--- src/rtl/pipe_hazard_ctrl_pkg.sv ---
// Shared types for the pipeline hazard controller: register index and hazard FSM state.
package pipe_hazard_ctrl_pkg;

  typedef logic [2:0] lc3b_reg;

  typedef enum logic {
    HZ_RUN,
    HZ_BUBBLE
  } lc3b_hz_state;

endpackage

--- src/rtl/pipe_hazard_ctrl_if.sv ---
// Pipeline <-> hazard controller signals. The pipeline (master) presents ID/EX fields and
// memory handshake status; the controller (slave) returns PC/stage load and flush controls.
import pipe_hazard_ctrl_pkg::*;

interface pipe_hazard_ctrl_if;
  lc3b_reg id_src1;
  lc3b_reg id_src2;
  logic    id_use1;
  logic    id_use2;
  lc3b_reg ex_dest;
  logic    ex_mem_read;
  // A request is outstanding while req=1; resp=1 in the same cycle marks it complete.
  logic    imem_req;
  logic    imem_resp;
  logic    dmem_req;
  logic    dmem_resp;
  logic    br_taken;
  logic    pc_load;
  logic    load_if_id;
  logic    load_id_ex;
  logic    load_ex_mem;
  logic    load_mem_wb;
  logic    flush_if_id;
  logic    flush_id_ex;
  logic    flush_ex_mem;

  modport master (
    output id_src1, id_src2, id_use1, id_use2, ex_dest, ex_mem_read,
           imem_req, imem_resp, dmem_req, dmem_resp, br_taken,
    input  pc_load, load_if_id, load_id_ex, load_ex_mem, load_mem_wb,
           flush_if_id, flush_id_ex, flush_ex_mem
  );

  modport slave (
    input  id_src1, id_src2, id_use1, id_use2, ex_dest, ex_mem_read,
           imem_req, imem_resp, dmem_req, dmem_resp, br_taken,
    output pc_load, load_if_id, load_id_ex, load_ex_mem, load_mem_wb,
           flush_if_id, flush_id_ex, flush_ex_mem
  );
endinterface

--- src/rtl/pipe_hazard_ctrl_sat_counter.sv ---
// Saturating up-counter: increments on inc, sticks at all-ones, clears on synchronous reset.
module sat_counter #(
  parameter int W = 16
) (
  input  logic         clk,
  input  logic         reset,
  input  logic         inc,
  output logic [W-1:0] count
);

  always_ff @(posedge clk) begin
    if (reset)
      count <= '0;
    else if (inc && (count != '1))
      count <= count + W'(1);
  end

endmodule

--- src/rtl/pipe_hazard_ctrl.sv ---
// Pipeline hazard controller: memory-wait freeze, load-use bubble insertion, branch flush,
// plus saturating stall/bubble/flush counters. state/bub_left are exported for observation.
import pipe_hazard_ctrl_pkg::*;

module pipe_hazard_ctrl #(
  parameter int LU_BUBBLES = 1,
  parameter int CNT_W      = 16
) (
  input  logic                 clk,
  input  logic                 reset,
  pipe_hazard_ctrl_if.slave    hz,
  output logic [CNT_W-1:0]     stall_cnt,
  output logic [CNT_W-1:0]     bubble_cnt,
  output logic [CNT_W-1:0]     flush_cnt,
  output lc3b_hz_state         state,
  output logic [1:0]           bub_left
);

  logic mem_busy;
  logic hazard;
  logic stall_inc;
  logic bubble_inc;
  logic flush_inc;

  assign mem_busy = (hz.imem_req & ~hz.imem_resp) | (hz.dmem_req & ~hz.dmem_resp);
  assign hazard   = hz.ex_mem_read &
                    ((hz.id_use1 & (hz.id_src1 == hz.ex_dest)) |
                     (hz.id_use2 & (hz.id_src2 == hz.ex_dest)));

  always_ff @(posedge clk) begin
    if (reset) begin
      state    <= HZ_RUN;
      bub_left <= 2'd0;
    end else if (mem_busy) begin
      state    <= state;
      bub_left <= bub_left;
    end else if (hz.br_taken) begin
      // The branch is older than anything being bubbled, so it cancels the bubble run.
      state    <= HZ_RUN;
      bub_left <= 2'd0;
    end else if (state == HZ_BUBBLE) begin
      bub_left <= bub_left - 2'd1;
      if (bub_left == 2'd1)
        state <= HZ_RUN;
    end else if (hazard) begin
      state    <= (LU_BUBBLES == 1) ? HZ_RUN : HZ_BUBBLE;
      bub_left <= 2'(LU_BUBBLES - 1);
    end
  end

  always_comb begin
    hz.pc_load      = 1'b0;
    hz.load_if_id   = 1'b0;
    hz.load_id_ex   = 1'b0;
    hz.load_ex_mem  = 1'b0;
    hz.load_mem_wb  = 1'b0;
    hz.flush_if_id  = 1'b0;
    hz.flush_id_ex  = 1'b0;
    hz.flush_ex_mem = 1'b0;
    stall_inc       = 1'b0;
    bubble_inc      = 1'b0;
    flush_inc       = 1'b0;
    if (reset) begin
      hz.flush_if_id  = 1'b1;
      hz.flush_id_ex  = 1'b1;
      hz.flush_ex_mem = 1'b1;
    end else if (mem_busy) begin
      stall_inc = 1'b1;
    end else if (hz.br_taken) begin
      hz.pc_load      = 1'b1;
      hz.flush_if_id  = 1'b1;
      hz.flush_id_ex  = 1'b1;
      hz.flush_ex_mem = 1'b1;
      hz.load_mem_wb  = 1'b1;
      flush_inc       = 1'b1;
    end else if ((state == HZ_BUBBLE) || hazard) begin
      // Hold PC and IF/ID, zero ID/EX, let older instructions drain.
      hz.flush_id_ex = 1'b1;
      hz.load_ex_mem = 1'b1;
      hz.load_mem_wb = 1'b1;
      bubble_inc     = 1'b1;
    end else begin
      hz.pc_load     = 1'b1;
      hz.load_if_id  = 1'b1;
      hz.load_id_ex  = 1'b1;
      hz.load_ex_mem = 1'b1;
      hz.load_mem_wb = 1'b1;
    end
  end

  sat_counter #(.W(CNT_W)) u_stall_cnt (
    .clk(clk), .reset(reset), .inc(stall_inc), .count(stall_cnt)
  );

  sat_counter #(.W(CNT_W)) u_bubble_cnt (
    .clk(clk), .reset(reset), .inc(bubble_inc), .count(bubble_cnt)
  );

  sat_counter #(.W(CNT_W)) u_flush_cnt (
    .clk(clk), .reset(reset), .inc(flush_inc), .count(flush_cnt)
  );

endmodule

--- src/flat_wrapper.sv ---
// flat-port wrapper written by rule: the top's interface ports become plain ports
module pipe_hazard_ctrl_flat 
#(
  parameter int LU_BUBBLES = 1,
  parameter int CNT_W      = 16
)
  (clk, reset, stall_cnt, bubble_cnt, flush_cnt, state, bub_left, hz_id_src1, hz_id_src2, hz_id_use1, hz_id_use2, hz_ex_dest, hz_ex_mem_read, hz_imem_req, hz_imem_resp, hz_dmem_req, hz_dmem_resp, hz_br_taken, hz_pc_load, hz_load_if_id, hz_load_id_ex, hz_load_ex_mem, hz_load_mem_wb, hz_flush_if_id, hz_flush_id_ex, hz_flush_ex_mem);
  pipe_hazard_ctrl_if hz_i ();
  input  logic clk;
  input  logic reset;
  output logic [CNT_W-1:0] stall_cnt;
  output logic [CNT_W-1:0] bubble_cnt;
  output logic [CNT_W-1:0] flush_cnt;
  output lc3b_hz_state state;
  output logic [1:0] bub_left;
  input wire logic [$bits(hz_i.id_src1)-1:0] hz_id_src1;
  input wire logic [$bits(hz_i.id_src2)-1:0] hz_id_src2;
  input wire logic [$bits(hz_i.id_use1)-1:0] hz_id_use1;
  input wire logic [$bits(hz_i.id_use2)-1:0] hz_id_use2;
  input wire logic [$bits(hz_i.ex_dest)-1:0] hz_ex_dest;
  input wire logic [$bits(hz_i.ex_mem_read)-1:0] hz_ex_mem_read;
  input wire logic [$bits(hz_i.imem_req)-1:0] hz_imem_req;
  input wire logic [$bits(hz_i.imem_resp)-1:0] hz_imem_resp;
  input wire logic [$bits(hz_i.dmem_req)-1:0] hz_dmem_req;
  input wire logic [$bits(hz_i.dmem_resp)-1:0] hz_dmem_resp;
  input wire logic [$bits(hz_i.br_taken)-1:0] hz_br_taken;
  output wire logic [$bits(hz_i.pc_load)-1:0] hz_pc_load;
  output wire logic [$bits(hz_i.load_if_id)-1:0] hz_load_if_id;
  output wire logic [$bits(hz_i.load_id_ex)-1:0] hz_load_id_ex;
  output wire logic [$bits(hz_i.load_ex_mem)-1:0] hz_load_ex_mem;
  output wire logic [$bits(hz_i.load_mem_wb)-1:0] hz_load_mem_wb;
  output wire logic [$bits(hz_i.flush_if_id)-1:0] hz_flush_if_id;
  output wire logic [$bits(hz_i.flush_id_ex)-1:0] hz_flush_id_ex;
  output wire logic [$bits(hz_i.flush_ex_mem)-1:0] hz_flush_ex_mem;
  assign hz_i.id_src1 = hz_id_src1;
  assign hz_i.id_src2 = hz_id_src2;
  assign hz_i.id_use1 = hz_id_use1;
  assign hz_i.id_use2 = hz_id_use2;
  assign hz_i.ex_dest = hz_ex_dest;
  assign hz_i.ex_mem_read = hz_ex_mem_read;
  assign hz_i.imem_req = hz_imem_req;
  assign hz_i.imem_resp = hz_imem_resp;
  assign hz_i.dmem_req = hz_dmem_req;
  assign hz_i.dmem_resp = hz_dmem_resp;
  assign hz_i.br_taken = hz_br_taken;
  assign hz_pc_load = hz_i.pc_load;
  assign hz_load_if_id = hz_i.load_if_id;
  assign hz_load_id_ex = hz_i.load_id_ex;
  assign hz_load_ex_mem = hz_i.load_ex_mem;
  assign hz_load_mem_wb = hz_i.load_mem_wb;
  assign hz_flush_if_id = hz_i.flush_if_id;
  assign hz_flush_id_ex = hz_i.flush_id_ex;
  assign hz_flush_ex_mem = hz_i.flush_ex_mem;
  pipe_hazard_ctrl #(.LU_BUBBLES(LU_BUBBLES), .CNT_W(CNT_W)) u_core (.clk(clk), .reset(reset), .hz(hz_i), .stall_cnt(stall_cnt), .bubble_cnt(bubble_cnt), .flush_cnt(flush_cnt), .state(state), .bub_left(bub_left));
endmodule
--- config.mk ---
export PLATFORM = sky130hd
export DESIGN_NAME = pipe_hazard_ctrl_flat
export DESIGN_NICKNAME = d
export VERILOG_FILES = /design/src/rtl/pipe_hazard_ctrl_pkg.sv /design/src/rtl/pipe_hazard_ctrl_if.sv /design/src/rtl/pipe_hazard_ctrl_sat_counter.sv /design/src/rtl/pipe_hazard_ctrl.sv /design/src/flat_wrapper.sv
export SDC_FILE = /design/constraint.sdc
export NUM_CORES = 1
export LEC_CHECK = 0
export ABC_AREA = 0
export CORE_ASPECT_RATIO = 1.2
export CORE_MARGIN = 5
export CORE_UTILIZATION = 40
export DETAILED_ROUTE_END_ITERATION = 10
export PLACE_DENSITY = 0.69
export SYNTH_ARGS = -nofsm -noshare
export SYNTH_HDL_FRONTEND = slang
export SYNTH_SLANG_ARGS = --single-unit
export TNS_END_PERCENT = 20
--- constraint.sdc ---
create_clock -name clk -period 3.85 [get_ports clk]
set_input_delay 1.155 -clock clk [delete_from_list [all_inputs] [get_ports clk]]
set_output_delay 1.155 -clock clk [all_outputs]
set_load 0.02 [all_outputs]
Word level (Yosys, flattened, before mapping)
Cells that the tools add are included.

storage, ports and cells
  flip-flop bits (word level) = 51
  input bits = 19
  output and inout bits = 59
  word-level logic and storage cells = 62

operators by class
  add/sub/neg operators = 4
  equal/unequal tests = 6
  muxes and demuxes = 31
  bitwise logic cells = 10
  reduce and logical (&&, ||, !) cells = 6

operators by type and width
  kind                                                                count
  16-bit by 1-bit adder with 16-bit output, second input constant     3
  16-bit inequality test, second input constant                       3
  1-bit 2-to-1 mux                                                    28
  3-bit == test                                                       2
  2-bit 2-to-1 mux                                                    3
  1-bit AND                                                           5
  1-bit logical AND                                                   3
  1-bit inverter                                                      3
  3-bit nonzero test                                                  1
  2-bit by 1-bit == test with 1-bit output, second input constant     1
  1-bit bitwise OR                                                    2
  2-bit AND reduction                                                 1
  2-bit by 1-bit subtractor with 2-bit output, second input constant  1
  1-bit logical OR                                                    1

Depth between registers and ports, before layout
  depth in word-level cells = 10
  gate-level depth with buffers = 9

By module
From an unflattened synthesis, not the netlist that was laid out.

second synthesis, totals
  cell total of the unflattened synthesis = 338
  area total of the unflattened synthesis = 2874.0 sq um

by module, submodules not included
  module            times used  cells an instance  area an instance (sq um)  sequential area each (sq um)
  sat_counter       3           99                 848.3                     320.3
  pipe_hazard_ctrl  1           41                 329.1                     60.1

Least setup slack after synthesis
OpenSTA, ideal clock, no wires.

  path type = input -> output
  start point = input hz_ex_dest[2]
  end point = output hz_load_if_id
  data arrival time = 2470 ps
  required time = 2695 ps
  slack = 225 ps
  stages on the path = 7
  path through = xor2_1 > nor4_1 > nor3_1 > buf_2 > buf_2 > and2_2 > buf_4

between the ends
  word-level cells in the longest chain between the ends = 9
  elaborated cells between the ends (all ways) = 11
  classes of those cells = 2 x eq/ne; 4 x mux; 4 x bitwise; 1 x reduce/logical

ends and longest elaborated chain
  what                                     RTL line                                        text
  from (decl)                              flat_wrapper.sv:20                              input wire logic [$bits(hz_i.ex_dest)-1:0] hz_ex_dest;
  3-bit == test, on equally long branches  pipe_hazard_ctrl.sv:27, pipe_hazard_ctrl.sv:28
  1-bit AND, on equally long branches      pipe_hazard_ctrl.sv:27, pipe_hazard_ctrl.sv:28
  1-bit bitwise OR *                       pipe_hazard_ctrl.sv:27                          ((hz.id_use1 & (hz.id_src1 == hz.ex_dest)) |
  1-bit AND *                              pipe_hazard_ctrl.sv:26                          assign hazard = hz.ex_mem_read &
  1-bit logical OR *                       pipe_hazard_ctrl.sv:76                          end else if ((state == HZ_BUBBLE) || hazard) begin
  1-bit 2-to-1 mux * (4 in series)         n/a
  to (decl)                                flat_wrapper.sv:28                              output wire logic [$bits(hz_i.load_if_id)-1:0] hz_load_if_id;

Every way passes the cells marked *; elsewhere a longest branch is shown, timed or not.

Final worst setup path
  start point = input hz_ex_dest[0]
  end point = output hz_load_id_ex

between the ends
  word-level cells in the longest chain between the ends = 9
  elaborated cells between the ends (all ways) = 11
  classes of those cells = 2 x eq/ne; 4 x mux; 4 x bitwise; 1 x reduce/logical

ends and longest elaborated chain
  what                                     RTL line                                        text
  3-bit == test, on equally long branches  pipe_hazard_ctrl.sv:27, pipe_hazard_ctrl.sv:28
  1-bit AND, on equally long branches      pipe_hazard_ctrl.sv:27, pipe_hazard_ctrl.sv:28
  1-bit bitwise OR *                       pipe_hazard_ctrl.sv:27
  1-bit AND *                              pipe_hazard_ctrl.sv:26
  1-bit logical OR *                       pipe_hazard_ctrl.sv:76
  1-bit 2-to-1 mux *                       pipe_hazard_ctrl.sv:76
  1-bit 2-to-1 mux *                       pipe_hazard_ctrl.sv:69                          end else if (hz.br_taken) begin
  1-bit 2-to-1 mux *                       pipe_hazard_ctrl.sv:67                          end else if (mem_busy) begin
  1-bit 2-to-1 mux *                       pipe_hazard_ctrl.sv:63                          if (reset) begin
  to (decl)                                flat_wrapper.sv:29                              output wire logic [$bits(hz_i.load_id_ex)-1:0] hz_load_id_ex;

Marked as above.

==> impl_metrics.env <==
export IMPL_synth_top_area_share_pct=36.4
export IMPL_post_drt_via_cell_ratio=5.36
export IMPL_fin_ws_ps=104
export IMPL_total_power_mw=1.10
export IMPL_async_flop_share_pct=0
export IMPL_crit_family="buffers and inverters"
export IMPL_ir_worst_vdd_mv=0.164
export IMPL_fin_skew_ps=7.44
export IMPL_netlist_area_um2=2810
export IMPL_worstReg2RegEnd="u_core.u_bubble_cnt.count[1]"
export IMPL_cp_required_ps=2690
export IMPL_cts_buffer_depth=2
export IMPL_drtIter0Drc=72
export IMPL_synth_seq_cells=51
export IMPL_diodes=0
export IMPL_cp_slowest_stage_delay_ps=510
export IMPL_rows=33
export IMPL_synth_area_top_cells="dfxtp_1, xnor2_1, nor2_1"
export IMPL_final_hold_viol_count=0
export IMPL_post_place_cells=494
export IMPL_cp_arrival_ps=2590
export IMPL_ys_flop_type="dfxtp_1"
export IMPL_portBuffers=77
export IMPL_avgRoutedWirePerCell_um=13.8
export IMPL_die_area_um2=8800
export IMPL_power_leakage_nw=1.33
export IMPL_clkLatencyLatePin_ps=300
export IMPL_cts_inserted_buffers=5
export IMPL_die_h_um=102
export IMPL_grt_pass1_vias=2611
export IMPL_timing_rr_start="u_core.u_bubble_cnt.count[0]"
export IMPL_post_synth_num_cell_types=57
export IMPL_drc=0
export IMPL_final_common_cell="clkdlybuf4s50_1"
export IMPL_drv_cap=0
export IMPL_synth_top_area_cell="dfxtp_1"
export IMPL_relSlewSlack_pct=45.2
export IMPL_fin_crit_sh_pct=97.3
export IMPL_synth_fp_nets=349
export IMPL_finalSetupViolations=0
export IMPL_cp_end_kind="primary output"
export IMPL_worstHoldPathType="register to register"
export IMPL_crit_slowest_cell="clkdlybuf4s50_1"
export IMPL_startpoint_type="input port"
export IMPL_syn_area_per_cell_um2=8.61
export IMPL_cts_tree="built"
export IMPL_worstRegToRegCells=6
export IMPL_seq_area_um2=1020
export IMPL_min_from="u_core.u_bubble_cnt.count[9]"
export IMPL_vias=2715
export IMPL_initial_utilization_pct=41.0
export IMPL_status="completed"
export IMPL_power_density_nw_per_um2=280
export IMPL_reg2reg_slack_ps=1880
export IMPL_gp_congestion=0.828
export IMPL_max_freq_mhz=267
export IMPL_cts_sinks=51
export IMPL_rsz0062_at_grt="false"
export IMPL_n_fill_cell=658
export IMPL_fin_cells=507
export IMPL_cts_hold_buf=0
export IMPL_final_area_um2=3910
export IMPL_layout_common_cells="clkdlybuf4s50_1, dfxtp_1, nor2_1, buf_4, nand2_1"
export IMPL_area_delta_synth_final_pct=39.2
export IMPL_synth_edf_count=0
export IMPL_fin_crit_ps=3750
export IMPL_preCtsSetupSlack_ps=-547
export IMPL_yosys_warnings=0
export IMPL_crit_buf_inv=3
export IMPL_path_clk_slew_ps=90
export IMPL_antenna_found_initial=0
export IMPL_synth_seq_area_share_pct=36.4
export IMPL_antenna_left=0
export IMPL_firstDrtPassIters=5
export IMPL_htreeDepth=2
export IMPL_min_to="u_core.u_bubble_cnt.count[9]"
export IMPL_hold_depth=1
export IMPL_dpl_cell_area_um2=3720
export IMPL_multiInputGateArea_um2=1670
export IMPL_coreArea_um2=6850
export IMPL_path_class="input port to primary output"
export IMPL_tightest_slew_ps=815
export IMPL_critPathMaxFanout=3
export IMPL_die_x_um=86.5
export IMPL_gr_usage_all_layers_pct=16.3
export IMPL_post_dp_hpwl_um=5290
export IMPL_grt_pass1_wl_um=11900
export IMPL_maxSlewViolCount=0
export IMPL_syn_inst=326
export IMPL_pin_count=78
export IMPL_overflow=0
export IMPL_grt_max_degree=30
export IMPL_final_nets=442
export IMPL_drive_above_1_share_pct=14.5
export IMPL_cts_root_buf="clkbuf_8"
export IMPL_cp_cell_sequence="clkdlybuf4s50_1, xor2_1, nor4_2, buf_4, nor3_4, and2_4, buf_2"
export IMPL_routed_wl_um=7010
layer usage:
layer	GRT usage [%]	up-vias	share of wire, %
met5	0	-	0
met2	28.8	58	52
met3	3.09	5	4.8
li1	-	1384	-
met1	20.0	1268	43
met4	4.56	0	0.73
synth_stat cells, types with 3 or more instances:
cell      count
nand2_1      22
inv_1         8
and4_1        4
nand3_1      18
ha_1          4
o31ai_1       5
clkbuf_8      3
a211oi_1      3
xor2_1       12
nor3_1        5
nand4_1      12
o21ai_0       7
clkbuf_1      7
mux2_2        4
xnor2_1      17
a21oi_1      14
nor2b_1       5
o311ai_0      4
nor2_1       37
or4_1         5
a21o_1        3
dfxtp_1      51
nor4_1       14
o211ai_1      6
and3_1        6
or3_1         7
o41ai_1       4
final cells by class:
| cell class | instances | area share [%] |
|---|---|---|
| Sequential cell | 51 | 26.1 |
| Multi-Input combinational cell | 250 | 42.8 |
| Clock inverter | 3 | 1.73 |
| Inverter | 9 | 0.928 |
| Clock buffer | 5 | 1.76 |
| Tap cell | 87 | 2.78 |
| Timing Repair Buffer | 102 | 23.8 |
worst max-delay path by stage:
stage | start | end | slack (ps) | cells after the start
global placement | hz_ex_dest[2] | hz_flush_id_ex | -400 | 6
CTS | hz_ex_dest[2] | hz_flush_id_ex | -20 | 7
detailed placement | hz_ex_dest[1] | hz_flush_id_ex | -550 | 6
global route | hz_ex_dest[0] | hz_load_id_ex | 10 | 7
floorplan | hz_ex_dest[2] | hz_load_if_id | 220 | 7
finish | hz_ex_dest[0] | hz_load_id_ex | 100 | 7
per-stage QoR:
step	util, %	TNS [ps]	hold slack (ps)
finish	57.0	0	520
global route	57.0	0	561
CTS	56.4	-17.5	515
detailed placement	54.3	-2510	502
global placement	54.3	-1950	499
floorplan	-	0	559
report_power, final:
part | switching, mW | internal (mW) | total [mW]
clock | 0.178 | 0.259 | 0.437
sequential | 0.00482 | 0.531 | 0.536
combinational | 0.0633 | 0.0589 | 0.122
flip-flops by register name, summed over array words and instances (netlist names):
| signal | flops |
|---|---|
| u_core.bub_left | 2 |
| u_core.u_bubble_cnt.count | 16 |
| u_core.state | 1 |
| u_core.u_stall_cnt.count | 16 |
| u_core.u_flush_cnt.count | 16 |
cell families (layout without fill, tap and decap cells):
logic type | count (synthesis) | after routing | synth area share [%]
flops | 51 | 51 | 36.4
simple gates | 155 | 155 | 30.8
compound gates | 57 | 57 | 14.3
fa+ha+maj | 4 | 4 | 1.78
buf+inv | 25 | 119 | 5.70
xor+xnor | 29 | 29 | 9.05
mux | 5 | 5 | 1.96
what timing repair did:
item	in CTS	in global routing
cloned	0	0
pin swaps	3	4
endpoints found under the setup margin	8	2
setup buffers	3	2
resized for setup	24	10
Note: power is estimated with default switching activity, not from simulation.
